`config.mk`:
```
export PLATFORM = sky130hd
export DESIGN_NAME = fifo_burst_sched_flat
export DESIGN_NICKNAME = d
export VERILOG_FILES = /design/src/rtl/fifo_burst_sched_pkg.sv /design/src/rtl/fifo_burst_sched_if.sv /design/src/rtl/fifo_burst_sched_ring_ptr.sv /design/src/rtl/fifo_burst_sched.sv /design/src/flat_wrapper.sv
export SDC_FILE = /design/constraint.sdc
export NUM_CORES = 1
export LEC_CHECK = 0
export CORE_ASPECT_RATIO = 2
export CORE_MARGIN = 1.5
export CORE_UTILIZATION = 45
export DETAILED_ROUTE_END_ITERATION = 10
export PLACE_DENSITY = 0.63
export SLEW_MARGIN = 30
export SYNTH_ARGS = -nofsm -noshare
export SYNTH_HDL_FRONTEND = slang
export SYNTH_SLANG_ARGS = --single-unit
```
`constraint.sdc`:
```
create_clock -name sys_clk -period 13.1 [get_ports sys_clk]
set_clock_uncertainty 0.15 [all_clocks]
set_input_delay 3.275 -clock sys_clk [delete_from_list [all_inputs] [get_ports sys_clk]]
set_output_delay 3.275 -clock sys_clk [all_outputs]
set_load 0.005 [all_outputs]
```
`src/rtl/fifo_burst_sched_pkg.sv`:
```
// Shared encoding, widths and default sizing for the SDRAM burst scheduler.
package fifo_burst_sched_pkg;

    localparam int ADDR_W = 24;
    localparam int LEN_W  = 10;

    localparam logic [ADDR_W-1:0] DEF_ADDR_DEPTH  = 24'd1048576;
    localparam logic [LEN_W-1:0]  DEF_FIFO_DEPTH  = 10'd1023;
    localparam logic [15:0]       DEF_ACK_TIMEOUT = 16'd50000;

    typedef enum logic [2:0] {
        IDLE,
        WR_REQ,
        WR_WAIT,
        RD_REQ,
        RD_WAIT
    } state_t;

    // A burst never crosses the ring end, so it is cut to the room left before it.
    function automatic logic [LEN_W-1:0] clipLen(input logic [LEN_W-1:0]  burst,
                                                 input logic [ADDR_W-1:0] room);
        if ({{(ADDR_W-LEN_W){1'b0}}, burst} <= room) begin
            clipLen = burst;
        end else begin
            clipLen = room[LEN_W-1:0];
        end
    endfunction

endpackage

```
`src/rtl/fifo_burst_sched_if.sv`:
```
// Request/status bundle between the burst scheduler and its FIFO/SDRAM surroundings.
interface fifo_burst_sched_if;
    import fifo_burst_sched_pkg::*;

    logic              sdram_init_done;
    logic [LEN_W-1:0]  burst_num;
    logic [LEN_W-1:0]  wr_fifo_num;
    logic [LEN_W-1:0]  rd_fifo_num;
    logic              rd_enable;
    logic              sdram_ack;
    logic              sdram_done;
    logic              sdram_wr_req;
    logic              sdram_rd_req;
    logic [ADDR_W-1:0] sdram_addr;
    logic [LEN_W-1:0]  sdram_len;
    logic [ADDR_W-1:0] stored_cnt;
    logic              busy;
    logic              err_timeout;

    modport master (
        input  sdram_init_done, burst_num, wr_fifo_num, rd_fifo_num, rd_enable,
               sdram_ack, sdram_done,
        output sdram_wr_req, sdram_rd_req, sdram_addr, sdram_len, stored_cnt,
               busy, err_timeout
    );

    modport slave (
        output sdram_init_done, burst_num, wr_fifo_num, rd_fifo_num, rd_enable,
               sdram_ack, sdram_done,
        input  sdram_wr_req, sdram_rd_req, sdram_addr, sdram_len, stored_cnt,
               busy, err_timeout
    );

endinterface

```
`src/rtl/fifo_burst_sched_ring_ptr.sv`:
```
// One ring pointer: advances by a finished burst length and reports the clipped length of the next burst.
module ring_ptr
    import fifo_burst_sched_pkg::*;
#(
    parameter logic [ADDR_W-1:0] ADDR_DEPTH = DEF_ADDR_DEPTH
) (
    input  logic              clk_i,
    input  logic              rst_i,
    input  logic              advance_i,
    input  logic [LEN_W-1:0]  len_i,
    input  logic [LEN_W-1:0]  burst_i,
    output logic [ADDR_W-1:0] ptr_o,
    output logic [LEN_W-1:0]  clip_o
);

    logic [ADDR_W-1:0] ptr_q;
    logic [ADDR_W-1:0] ptr_d;
    logic [ADDR_W-1:0] ptrSum;

    // Lengths are pre-clipped, so the sum can only land exactly on the ring end.
    always_comb begin
        ptrSum = ptr_q + {{(ADDR_W-LEN_W){1'b0}}, len_i};
        ptr_d  = ptr_q;
        if (advance_i) begin
            ptr_d = (ptrSum >= ADDR_DEPTH) ? ptrSum - ADDR_DEPTH : ptrSum;
        end
    end

    always_ff @(posedge clk_i) begin
        if (rst_i) begin
            ptr_q <= '0;
        end else begin
            ptr_q <= ptr_d;
        end
    end

    assign ptr_o  = ptr_q;
    assign clip_o = clipLen(burst_i, ADDR_DEPTH - ptr_q);

endmodule

```
`src/rtl/fifo_burst_sched.sv`:
```
// Round-robin scheduler moving fixed bursts between the UART FIFOs and an SDRAM ring buffer.
module fifo_burst_sched
    import fifo_burst_sched_pkg::*;
#(
    parameter logic [ADDR_W-1:0] ADDR_DEPTH  = DEF_ADDR_DEPTH,
    parameter logic [LEN_W-1:0]  FIFO_DEPTH  = DEF_FIFO_DEPTH,
    parameter logic [15:0]       ACK_TIMEOUT = DEF_ACK_TIMEOUT
) (
    input  logic               sys_clk,
    input  logic               sys_rst,
    fifo_burst_sched_if.master bus
);

    state_t            state_q;
    logic              lastWasWrite_q;
    logic [15:0]       timeoutCnt_q;
    logic              wrReq_q;
    logic              rdReq_q;
    logic [ADDR_W-1:0] addr_q;
    logic [LEN_W-1:0]  len_q;
    logic [ADDR_W-1:0] stored_q;
    logic              busy_q;
    logic              errTimeout_q;

    logic [ADDR_W-1:0] wrPtr;
    logic [ADDR_W-1:0] rdPtr;
    logic [LEN_W-1:0]  wrClip;
    logic [LEN_W-1:0]  rdClip;
    logic              wrAdvance;
    logic              rdAdvance;

    logic [ADDR_W-1:0] burstWide;
    logic [ADDR_W-1:0] lenWide;
    logic [ADDR_W:0]   storedPlusBurst;
    logic [LEN_W:0]    rdFifoPlusBurst;
    logic              wrEligible;
    logic              rdEligible;
    logic              pickWrite;
    logic              ackExpired;

    assign burstWide       = {{(ADDR_W-LEN_W){1'b0}}, bus.burst_num};
    assign lenWide         = {{(ADDR_W-LEN_W){1'b0}}, len_q};
    assign storedPlusBurst = {1'b0, stored_q} + {1'b0, burstWide};
    assign rdFifoPlusBurst = {1'b0, bus.rd_fifo_num} + {1'b0, bus.burst_num};

    // Free read-FIFO room is checked as usedw+burst <= depth to avoid an underflowing subtraction.
    assign wrEligible = bus.sdram_init_done && (bus.burst_num != '0)
                     && (bus.wr_fifo_num >= bus.burst_num)
                     && (storedPlusBurst <= {1'b0, ADDR_DEPTH});
    assign rdEligible = bus.sdram_init_done && bus.rd_enable && (bus.burst_num != '0)
                     && (stored_q >= burstWide)
                     && (rdFifoPlusBurst <= {1'b0, FIFO_DEPTH});
    assign pickWrite  = wrEligible && (!rdEligible || !lastWasWrite_q);
    assign ackExpired = (timeoutCnt_q == ACK_TIMEOUT - 16'd1);

    assign wrAdvance = (state_q == WR_WAIT) && bus.sdram_done;
    assign rdAdvance = (state_q == RD_WAIT) && bus.sdram_done;

    ring_ptr #(.ADDR_DEPTH(ADDR_DEPTH)) wr_ptr (
        .clk_i     (sys_clk),
        .rst_i     (sys_rst),
        .advance_i (wrAdvance),
        .len_i     (len_q),
        .burst_i   (bus.burst_num),
        .ptr_o     (wrPtr),
        .clip_o    (wrClip)
    );

    ring_ptr #(.ADDR_DEPTH(ADDR_DEPTH)) rd_ptr (
        .clk_i     (sys_clk),
        .rst_i     (sys_rst),
        .advance_i (rdAdvance),
        .len_i     (len_q),
        .burst_i   (bus.burst_num),
        .ptr_o     (rdPtr),
        .clip_o    (rdClip)
    );

    // Grants only from IDLE, so a finished burst always leaves one idle cycle before the next.
    always_ff @(posedge sys_clk) begin
        if (sys_rst) begin
            state_q        <= IDLE;
            lastWasWrite_q <= 1'b0;
            timeoutCnt_q   <= '0;
            wrReq_q        <= 1'b0;
            rdReq_q        <= 1'b0;
            addr_q         <= '0;
            len_q          <= '0;
            stored_q       <= '0;
            busy_q         <= 1'b0;
            errTimeout_q   <= 1'b0;
        end else begin
            errTimeout_q <= 1'b0;
            case (state_q)
                IDLE: begin
                    timeoutCnt_q <= '0;
                    if (wrEligible || rdEligible) begin
                        lastWasWrite_q <= pickWrite;
                        addr_q         <= pickWrite ? wrPtr : rdPtr;
                        len_q          <= pickWrite ? wrClip : rdClip;
                        wrReq_q        <= pickWrite;
                        rdReq_q        <= !pickWrite;
                        busy_q         <= 1'b1;
                        state_q        <= pickWrite ? WR_REQ : RD_REQ;
                    end
                end
                WR_REQ, RD_REQ: begin
                    if (bus.sdram_ack) begin
                        wrReq_q <= 1'b0;
                        rdReq_q <= 1'b0;
                        state_q <= (state_q == WR_REQ) ? WR_WAIT : RD_WAIT;
                    end else if (ackExpired) begin
                        wrReq_q      <= 1'b0;
                        rdReq_q      <= 1'b0;
                        errTimeout_q <= 1'b1;
                        busy_q       <= 1'b0;
                        state_q      <= IDLE;
                    end else begin
                        timeoutCnt_q <= timeoutCnt_q + 16'd1;
                    end
                end
                WR_WAIT: begin
                    if (bus.sdram_done) begin
                        stored_q <= stored_q + lenWide;
                        busy_q   <= 1'b0;
                        state_q  <= IDLE;
                    end
                end
                RD_WAIT: begin
                    if (bus.sdram_done) begin
                        stored_q <= stored_q - lenWide;
                        busy_q   <= 1'b0;
                        state_q  <= IDLE;
                    end
                end
                default: begin
                    state_q <= IDLE;
                end
            endcase
        end
    end

    assign bus.sdram_wr_req = wrReq_q;
    assign bus.sdram_rd_req = rdReq_q;
    assign bus.sdram_addr   = addr_q;
    assign bus.sdram_len    = len_q;
    assign bus.stored_cnt   = stored_q;
    assign bus.busy         = busy_q;
    assign bus.err_timeout  = errTimeout_q;

endmodule

```
`src/flat_wrapper.sv`:
```
// flat-port wrapper written by rule: the top's interface ports become plain ports
module fifo_burst_sched_flat import fifo_burst_sched_pkg::*;
#(
    parameter logic [ADDR_W-1:0] ADDR_DEPTH  = DEF_ADDR_DEPTH,
    parameter logic [LEN_W-1:0]  FIFO_DEPTH  = DEF_FIFO_DEPTH,
    parameter logic [15:0]       ACK_TIMEOUT = DEF_ACK_TIMEOUT
)
  (sys_clk, sys_rst, bus_sdram_init_done, bus_burst_num, bus_wr_fifo_num, bus_rd_fifo_num, bus_rd_enable, bus_sdram_ack, bus_sdram_done, bus_sdram_wr_req, bus_sdram_rd_req, bus_sdram_addr, bus_sdram_len, bus_stored_cnt, bus_busy, bus_err_timeout);
  fifo_burst_sched_if bus_i ();
  input  logic sys_clk;
  input  logic sys_rst;
  input wire logic [$bits(bus_i.sdram_init_done)-1:0] bus_sdram_init_done;
  input wire logic [$bits(bus_i.burst_num)-1:0] bus_burst_num;
  input wire logic [$bits(bus_i.wr_fifo_num)-1:0] bus_wr_fifo_num;
  input wire logic [$bits(bus_i.rd_fifo_num)-1:0] bus_rd_fifo_num;
  input wire logic [$bits(bus_i.rd_enable)-1:0] bus_rd_enable;
  input wire logic [$bits(bus_i.sdram_ack)-1:0] bus_sdram_ack;
  input wire logic [$bits(bus_i.sdram_done)-1:0] bus_sdram_done;
  output wire logic [$bits(bus_i.sdram_wr_req)-1:0] bus_sdram_wr_req;
  output wire logic [$bits(bus_i.sdram_rd_req)-1:0] bus_sdram_rd_req;
  output wire logic [$bits(bus_i.sdram_addr)-1:0] bus_sdram_addr;
  output wire logic [$bits(bus_i.sdram_len)-1:0] bus_sdram_len;
  output wire logic [$bits(bus_i.stored_cnt)-1:0] bus_stored_cnt;
  output wire logic [$bits(bus_i.busy)-1:0] bus_busy;
  output wire logic [$bits(bus_i.err_timeout)-1:0] bus_err_timeout;
  assign bus_i.sdram_init_done = bus_sdram_init_done;
  assign bus_i.burst_num = bus_burst_num;
  assign bus_i.wr_fifo_num = bus_wr_fifo_num;
  assign bus_i.rd_fifo_num = bus_rd_fifo_num;
  assign bus_i.rd_enable = bus_rd_enable;
  assign bus_i.sdram_ack = bus_sdram_ack;
  assign bus_i.sdram_done = bus_sdram_done;
  assign bus_sdram_wr_req = bus_i.sdram_wr_req;
  assign bus_sdram_rd_req = bus_i.sdram_rd_req;
  assign bus_sdram_addr = bus_i.sdram_addr;
  assign bus_sdram_len = bus_i.sdram_len;
  assign bus_stored_cnt = bus_i.stored_cnt;
  assign bus_busy = bus_i.busy;
  assign bus_err_timeout = bus_i.err_timeout;
  fifo_burst_sched #(.ADDR_DEPTH(ADDR_DEPTH), .FIFO_DEPTH(FIFO_DEPTH), .ACK_TIMEOUT(ACK_TIMEOUT)) u_core (.sys_clk(sys_clk), .sys_rst(sys_rst), .bus(bus_i));
endmodule
```
# Word-level counts from Yosys, hierarchy flattened
# Cells that the tools add are included.
# totals
mem_bits_rw,0
word_cells,104
latchBits,0
reg_bits,130
n_memories,0
output_inout_bits,62
input_bits,36
rom_bits,0
# op_classes
div_mod_pow,0
n_reduce_logical,29
n_addsub,11
bitwise_logic,1
magnitude_cmp,8
shift,0
eq_ne,13
muxes,30
multipliers,0
# op_table
op,count
24-bit two-way mux,5
24-bit by 10-bit adder with 24-bit output,3
24-bit by 21-bit greater-or-equal comparator with 1-bit output (second input constant),2
10-bit by 24-bit <= comparator with 1-bit output,2
24-bit one-hot mux with 2 select lines,1
21-bit by 24-bit subtractor with 24-bit output (first input constant),2
24-bit by 21-bit subtractor with 24-bit output (second input constant),2
16-bit two-way mux,2
16-bit one-hot mux with 2 select lines,1
10-bit two-way mux,3
24-bit by 10-bit adder with 25-bit output,1
25-bit by 21-bit <= comparator with 1-bit output (second input constant),1
24-bit by 10-bit greater-or-equal comparator with 1-bit output,1
24-bit by 10-bit subtractor with 24-bit output,1
16-bit by 1-bit adder with 16-bit output (second input constant),1
16-bit == test (second input constant),1
3-bit two-way mux,5
3-bit AND reduction,4
10-bit by 10-bit adder with 11-bit output,1
11-bit by 10-bit <= comparator with 1-bit output (second input constant),1
10-bit greater-or-equal comparator,1
1-bit logical AND,10
10-bit nonzero test,1
3-bit one-hot mux with 3 select lines,1
other kinds (20),39

# Logic depth before layout (Yosys ltp)
# Gate-level depths: netlist of run 1.
# depth
ltp_word,10
depth_mapped,22
mapped_depth_nobuf,22

# Hierarchy
# Synthesis of run 1 repeated with hierarchy kept, for this count alone.
# hier_totals
cells_unflattened,1640
area_unflattened_um2,12841.1
# by_module_without_submodules
mod,instances,seq_area_each_um2,area_per_inst_um2,cells_each
fifo_burst_sched,1,1641.6,7050.5,880
ring_ptr at u_core.rd_ptr,1,480.5,2895.3,375
ring_ptr at u_core.wr_ptr,1,480.5,2895.3,385

# Least setup slack after synthesis of run 1
# OpenSTA, ideal clock, no wires.
# synth_path
kind,input-to-reg
startpoint,input bus_burst_num[7]
endpoint,"register u_core.len_q[8], in the netlist u_core.bus.sdram_len[8]"
t_required_ps,12818
arrival_ps,6443
path_slack_ps,6375
path_buffers,2
setup_ps,132
cell_stages,14
cell_sequence,inv_1 > ha_1 > buf_2 > nor4_1 > nor2b_1 > o21ai_1 > a2111oi_2 > mux2_2 > a211o_1 > nor3_4 > buf_6 > mux2_2 > a211oi_1 > nor3_1
# synth_via
elab_chain_len,8
word_cells_on_any_way,23
cone_classes,add/sub (2); order compare (6); mux (3); reduce/logical (12)
# synth_lines
element,line_no,source
from (decl),flat_wrapper.sv:13,input wire logic [$bits(bus_i.burst_num)-1:0] bus_burst_num;
branches (longest 8 deep; another with 24-bit by 10-bit adder with 25-bit output),-,
to (signal assigned),fifo_burst_sched.sv:100,len_q <= pickWrite ? wrClip : rdClip;
to (decl),fifo_burst_sched.sv:20,logic [LEN_W-1:0] len_q;
# Parallel ways; which one is timed is not known.
# A chain may end at the register's enable or synchronous reset.

# Worst setup path after layout of run 1
# layout_path
startpoint,input bus_burst_num[6]
endpoint,"register u_core.len_q[1], in the netlist u_core.bus.sdram_len[1]"
# The elaborated chain is that of the path after synthesis.

==> summary.txt, run 1 <==
Floorplan
  – Core ar.: 0.02453 mm^2
  – Die W: 115.0 um
  – Starting density of the core: 46.06%
  – Die Y-Extent: 227.1 um
  – Full die area: 0.02612 mm^2
  – Io pins: 98
  – Cell Rows: 81

Placement
  – PortBufs: 97
  – Hpwl dp: 30240 um
  – GPL Wtd Cong: 0.9778

STA
  – Final setup fails: 0
  – F_max: 0.1248 GHz
  – Hold Violations, Final: 0
  – Final slew viol count: 0
  – Fin crit period: 8014 ps
  – RSZ-0062 raised after global routing: false
  – Slew @ Worst Pin: 888.5 ps
  – Final worst path period share: 61.17%
  – TNS Setup: 0 ps
  – Slew margin rel.: 40.62%

CTS
  – Inserted Clock Buffers: 17
  – Clk buf depth: 2
  – Clk slew on worst S/H paths: 60 ps
  – Later-pin clock latency in the skew report: 440 ps
  – CTS tree: yes
  – CTS root buf: clkbuf_16
  – Setup bufs post-CTS: 0
  – Clock sinks: 130
  – Post_cts resized: 0
  – Cts hold-fix bufs: 0
  – Htree depth: 4

Synthesis
  – FF+latch count, synth: 130
  – Avg Inst Size Synth: 7.823 um^2
  – Mapped Cells: 1444
  – YS warnings: 0
  – Async set or reset register ratio after synthesis: 0%
  – Synth Flop Type: dfxtp_1
  – Synth unique cells: 78
  – Number of synthesized flops with an enable pin: 0
  – Post-Syn Nets: 1595
  – Mapped Area: 0.01130 mm^2
  – Register area share after synthesis: 23.04%

Status
  – Status: finished clean

Setup path
  – Worst Setup End Kind: flip-flop
  – Crit-path max FO: 56
  – Max incr delay on CP: 660 ps
  – Largest delay share family, worst path: simple AND/OR/NAND/NOR gates
  – Flop-to-flop setup slack: 7380 ps
  – Worst Path Required: 13290 ps
  – Register-to-Register Path Depth: 19
  – Nature of the critical path startpoint: input port
  – CP cell instances: clkdlybuf4s50_1 -> inv_1 -> ha_1 -> nor2b_1 -> o31a_1 -> a2111oi_0 -> nand3_1 -> a2111oi_2 -> nand4_1 -> o31ai_4 -> buf_4 -> nand2_1 -> or2_2 -> o31ai_1
  – Crit path buf inv count: 3
  – CP Class: in2reg
  – Reg-to-Reg Start: u_core.bus.sdram_len[0]
  – CP arrival: 8200 ps
  – Critical R2R Capture: u_core.rd_ptr.ptr_o[22]
  – CP max-delay cell: clkdlybuf4s50_1

Power and ir drop
  – Worst VDD drop: 0.09501 mV
  – Sequential share of power: 26.9%
  – Cell Pwr Density: 142.2 mW/mm^2
  – Clock share of power: 26.6%
  – Internal: 0.001104 W
  – Sw power: 0.0007462 W
  – Pwr Total: 0.001850 W
  – Combinational fraction of design power: 46.5%
  – Sw Ratio: 40.33%
  – Leak Pwr: 5.107 nW

GRT
  – Largest net degree at the start of global routing: 62
  – Gr ovfl total: 0
  – Antenna violations before repair: 0
  – Vias in the first global route: 10855
  – First-pass GRT wire length: 58700 um
  – Global-route usage over all layers: 29.82%

Routing
  – Routed wire length: 38620 um
  – Post-DR vias/cell: 6.061
  – Drc violations: 0
  – Iteration-0 DRC Markers: 575
  – Initial DRT Pass Iterations: 5
  – Via count: 11079
  – WL/cell: 21.13 um
  – Antenna Nets Post-Route: 0

Cells and area
  – Fin util: 53.05%
  – Layout cell share with drive strength beyond 1: 5.348%
  – Syn-to-layout area delta: 15.18%
  – Ant diodes: 0
  – Total Nets Final: 1635

Worst hold path
  – Worst hold stages: 2
  – Worst Hold Class: reg2reg
  – Hold_sp: u_core.bus.sdram_rd_req
  – Min-Delay Endpoint: u_core.bus.sdram_rd_req

Job
  – Max_cap viols: 0
[power groups by stage]
stage	Sequential (W)	Clock (W)	Combinational [W]
after floorplan	0.000479	0	0.000605
after global placement	0.000506	0	0.000838
after detailed placement	0.000506	0	0.000846
after CTS	0.000498	0.000497	0.000856
after global routing	0.000502	0.000514	0.000949
final	0.000498	0.000493	0.000860
[layout by cell type (no fill, tap or decap), types with 16 or more instances in the layout]
cell             count
a211oi_1            31
a21o_1              18
a21oi_1            126
a311oi_1            24
and3_1              23
clkbuf_16           17
clkdlybuf4s50_1     96
dfxtp_1            130
ha_1               110
inv_1               57
mux2i_1             41
nand2_1            125
nand2b_1            18
nand3_1             38
nand4_1             21
nor2_1             139
nor2b_1             20
nor3_1              41
nor4_1              16
o21a_1              17
o21ai_0             43
xnor2_1             54
xor2_1              59
[cell usage after synthesis, drive strengths merged, types with 32 or more instances]
cell type	number	area share (%)
mux2i	41	3.6
nor2	139	4.6
nor3	43	2.0
o21ai	49	2.2
a211oi	32	2.2
inv	57	1.9
xnor2	54	4.2
ha	110	12
xor2	59	4.6
clkbuf	68	2.3
a21oi	126	5.6
dfxtp	130	23
nand2	126	4.2
nand3	38	1.7
[cell type report]
| cell class | instances | area [um^2] |
|---|---|---|
| inverter | 57 | 214.0 |
| fill | 2425 | 11520 |
| clock buffer | 18 | 429.2 |
| multi-input combinational | 1170 | 8135 |
| timing repair buffer | 108 | 1051 |
| tap | 332 | 415.4 |
| sequential | 130 | 2603 |
| clock inverter | 13 | 162.7 |
[sequential cells by signal (all words and copies together), names as in the netlist, 3 cells and up]
register,flops
u_core.rd_ptr.ptr_o,24
u_core.bus.sdram_len,10
u_core.bus.sdram_addr,24
u_core.bus.stored_cnt,24
u_core.timeoutCnt_q,16
u_core.state_q,3
u_core.wr_ptr.ptr_o,24
[worst register-to-register path, stage by stage (launching register included)]
cell and delay (ps):
dfxtp_1 630, ha_1 280, inv_1 60, fa_1 390, nor2b_1 190, o2111a_1 230
or4b_1 180, a41oi_2 250, nor3b_1 430, xor2_1 360, ha_1 260, nand3_1 80
a211o_1 280, a211oi_1 210, o2111a_1 250, o2111ai_1 120, a2111oi_2 440, a211oi_2 220
or4_1 500, a21oi_1 140
[per-layer routing]
layer  up-vias  track usage (%)  wire length (um)
li1       5337                -                 -
met1      5225            26.15             12770
met2       350            57.58             21020
met3       167            4.659              1275
met4         0            24.77              3552
met5         -                0                 0
[cells by family after synthesis]
| logic type | synth area share, % |
|---|---|
| compound gates | 22.08 |
| fa+ha+maj | 13.07 |
| buf+inv | 5.117 |
| flops | 23.04 |
| xor+xnor | 8.762 |
| simple gates | 23.27 |
| mux | 4.663 |
[stage by stage]
stage          cells  hold WS [ps]  setup WS, ps  cell area, um^2
2_1_floorplan   1444         298.2          6375            11300
3_3_place_gp    1797         320.3          4831            12420
3_5_place_dp    1797         328.4          4752            12420
4_1_cts         1828         338.3          5185            13010
5_1_grt         1828         353.7          4822            13010
6_report        1828         337.1          5086            13010
[worst max-delay path by stage]
stage / startpoint / endpoint / slack, ps / cells after the start
CTS: bus_burst_num[6] / u_core.bus.sdram_len[1] / 5180 / 14
floorplan: bus_burst_num[7] / u_core.bus.sdram_len[8] / 6380 / 14
global placement: bus_burst_num[7] / u_core.bus.sdram_len[0] / 4830 / 14
detailed placement: bus_burst_num[6] / u_core.bus.sdram_len[1] / 4750 / 15
global route: bus_burst_num[7] / u_core.bus.sdram_len[1] / 4820 / 14
finish: bus_burst_num[6] / u_core.bus.sdram_len[1] / 5090 / 14
No activity file was read; power rests on OpenSTA's default activity.
==> inputs of run 2 (changes only) <==
==> constraint.sdc (replaced) <==
create_clock -name sys_clk -period 7.8 [get_ports sys_clk]
set_clock_uncertainty 0.15 [all_clocks]
set_input_delay 1.95 -clock sys_clk [delete_from_list [all_inputs] [get_ports sys_clk]]
set_output_delay 1.95 -clock sys_clk [all_outputs]
set_load 0.005 [all_outputs]
==> summary.txt, run 2 (synthesis gave the netlist of run 1 again) <==
CTS
  – Inserted Clock Buffers: 17 (unchanged)
  – Setup bufs post-CTS: 0 (unchanged)
  – Clock sinks: 130 (unchanged)
  – CTS root buf: clkbuf_16
  – Htree depth: 4 (unchanged)
  – Clk buf depth: 2 (unchanged)
  – Post_cts resized: 0 (unchanged)
  – CTS tree: yes
  – Cts hold-fix bufs: 0 (unchanged)
  – Later-pin clock latency in the skew report: 430 ps (about the same)
  – Clk slew on worst S/H paths: 60 ps (about the same)

Routing
  – Routed wire length: 38810 um (+0.47%)
  – Iteration-0 DRC Markers: 649 (+13%)
  – Initial DRT Pass Iterations: 6 (+1)
  – Post-DR vias/cell: 6.028 (-0.53%)
  – WL/cell: 21.20 um (+0.36%)
  – Antenna Nets Post-Route: 0 (unchanged)
  – Via count: 11032 (-0.42%)
  – Drc violations: 0 (unchanged)

Setup path
  – Register-to-Register Path Depth: 18 (-1)
  – CP max-delay cell: nor3_4
  – Worst Setup End Kind: flip-flop
  – Flop-to-flop setup slack: 2070 ps (-5310 ps)
  – CP cell instances: clkdlybuf4s50_1 -> inv_1 -> ha_1 -> nor4_1 -> nor2b_1 -> o21ai_1 -> a2111oi_2 -> mux2_2 -> a211o_1 -> nor3_4 -> buf_4 -> mux2i_1 -> a311oi_1
  – Crit path launch: bus_burst_num[7]
  – Critical R2R Capture: u_core.rd_ptr.ptr_o[22]
  – Reg-to-Reg Start: u_core.bus.sdram_len[1]
  – Worst Path Required: 7990 ps (-5300 ps)
  – CP arrival: 6790 ps (-1410 ps)
  – CP Class: in2reg
  – Max incr delay on CP: 710 ps (+50 ps)
  – Nature of the critical path startpoint: input port
  – Crit-path max FO: 25 (-55%)

STA
  – Hold Violations, Final: 0 (unchanged)
  – Final slew viol count: 0 (unchanged)
  – Fin crit period: 6599 ps
  – Final worst path period share: 84.60%
  – TNS Setup: 0 ps (unchanged)
  – RSZ-0062 raised after global routing: false
  – F_max: 0.1515 GHz
  – Final setup fails: 0 (unchanged)
  – Slew margin rel.: 40.27% (-0.34 points)
  – Slew @ Worst Pin: 887.7 ps (-0.8160 ps)

Placement
  – Hpwl dp: 30400 um (+0.55%)
  – PortBufs: 97 (unchanged)
  – GPL Wtd Cong: 0.9802 (+0.25%)
  – Dpl cells: 1799 (+0.11%)

Floorplan
  – Die Y-Extent: 227.1 um (unchanged)
  – Die W: 115.0 um (unchanged)
  – Core ar.: 0.02453 mm^2 (unchanged)
  – Starting density of the core: 46.06% (unchanged)
  – Cell Rows: 81 (unchanged)
  – Full die area: 0.02612 mm^2 (unchanged)
  – Io pins: 98 (unchanged)

Power and ir drop
  – Clock share of power: 27.0% (+0.4 points)
  – Sequential share of power: 27.3% (+0.4 points)
  – Combinational fraction of design power: 45.7% (-0.8 points)
  – Internal: 0.001872 W (+69%)
  – Worst VDD drop: 0.1922 mV (+100%)
  – Sw Ratio: 39.76% (-0.56 points)
  – Leak Pwr: 5.129 nW (+0.42%)
  – Cell Pwr Density: 238.3 mW/mm^2 (+68%)
  – Sw power: 0.001236 W (+66%)

GRT
  – Antenna violations before repair: 0 (unchanged)
  – First-pass GRT wire length: 60020 um (+2.2%)
  – Vias in the first global route: 11023 (+1.5%)
  – Gr ovfl total: 0 (unchanged)
  – Global-route usage over all layers: 30.34% (+0.52 points)
  – Largest net degree at the start of global routing: 68 (+9.7%)

Worst hold path
  – Min-Delay Endpoint: u_core.timeoutCnt_q[15]
  – Worst hold stages: 2 (unchanged)
  – Hold_sp: u_core.timeoutCnt_q[15]
  – Worst Hold Class: reg2reg

Cells and area
  – Non-Filler Instances: 1830 (+0.11%)
  – Commonest non-fill, non-tap cell in the layout: nor2_1
  – Layout cell share with drive strength beyond 1: 5.541% (+0.19 points)
  – Commonest cells after routing, fill and taps aside: nor2_1 (139), dfxtp_1 (130), a21oi_1 (126)
  – Total Nets Final: 1637 (+0.12%)
  – Syn-to-layout area delta: 15.45%
  – Ant diodes: 0 (unchanged)

Job
  – Max_cap viols: 0 (unchanged)

Status
  – Status: finished clean
run 2: cell count changes in the layout (fill, tap and decap cells not counted):
cell / delta
buf_4: +2
clkbuf_1: -1
clkbuf_8: +2
clkinv_4: -2
clkinvlp_4: -1
inv_6: +2
run 2: cell type report:
| cell class | count | area [um^2] |
|---|---|---|
| clock buffers | 19 | 452.9 |
| clock inverters | 12 | 155.1 |
| fillers | 2403 | 11480 |
| inverters | 57 | 214.0 |
| multi-input cells | 1170 | 8135 |
| flip-flops and latches | 130 | 2603 |
| well taps | 332 | 415.4 |
| repair buffers | 110 | 1066 |
run 2: how the worst max path moves through the flow:
stage	end	slack, ps	cells after the start
2_1_floorplan	u_core.bus.sdram_len[8]	2400	14
3_3_place_gp	u_core.bus.sdram_addr[0]	850	14
3_5_place_dp	u_core.bus.sdram_addr[5]	810	13
4_1_cts	u_core.bus.sdram_addr[5]	1240	13
5_1_grt	u_core.bus.sdram_addr[15]	830	13
6_report	u_core.bus.sdram_addr[5]	1200	13
run 2: routing by layer:
| metal | GRT usage, % | up-vias | wire, um |
|---|---|---|---|
| li1 | - | 5357 | - |
| met1 | 27.26 | 5221 | 12810 |
| met2 | 58.53 | 309 | 21300 |
| met3 | 4.073 | 145 | 1147 |
| met4 | 24.77 | 0 | 3545 |
| met5 | 0 | - | 0 |
run 2: power groups by stage:
stage / combinational, W / sequential, W / clock, W
6_report: 0.00142 / 0.000847 / 0.000839
5_1_grt: 0.00158 / 0.000852 / 0.000881
4_1_cts: 0.00142 / 0.000847 / 0.000848
3_5_place_dp: 0.00141 / 0.000862 / 0
3_3_place_gp: 0.00141 / 0.000862 / 0
2_1_floorplan: 0.00102 / 0.000805 / 0
run 2: through the flow:
step                instance area (um^2)  power, W  hold slack (ps)  util (%)  setup slack [ps]
floorplan                          11300  0.001821            298.2         -              2400
global placement                   12430  0.002267            321.7     50.69             849.7
detailed placement                 12430  0.002272            331.6     50.69             805.8
CTS                                13040  0.003116            339.6     53.17              1237
global route                       13040  0.003313            381.8     53.17             827.0
finish                             13040  0.003107            340.5     53.17              1201
run 2: worst max-delay path: cells and delay by family:
family | cells | cell delay (ps)
muxes | 2 | 520
adders and majority gates | 1 | 450
AOI/OAI and AO/OA | 4 | 1230
and+or+nand+nor | 3 | 1270
buffers and inverters | 3 | 1330
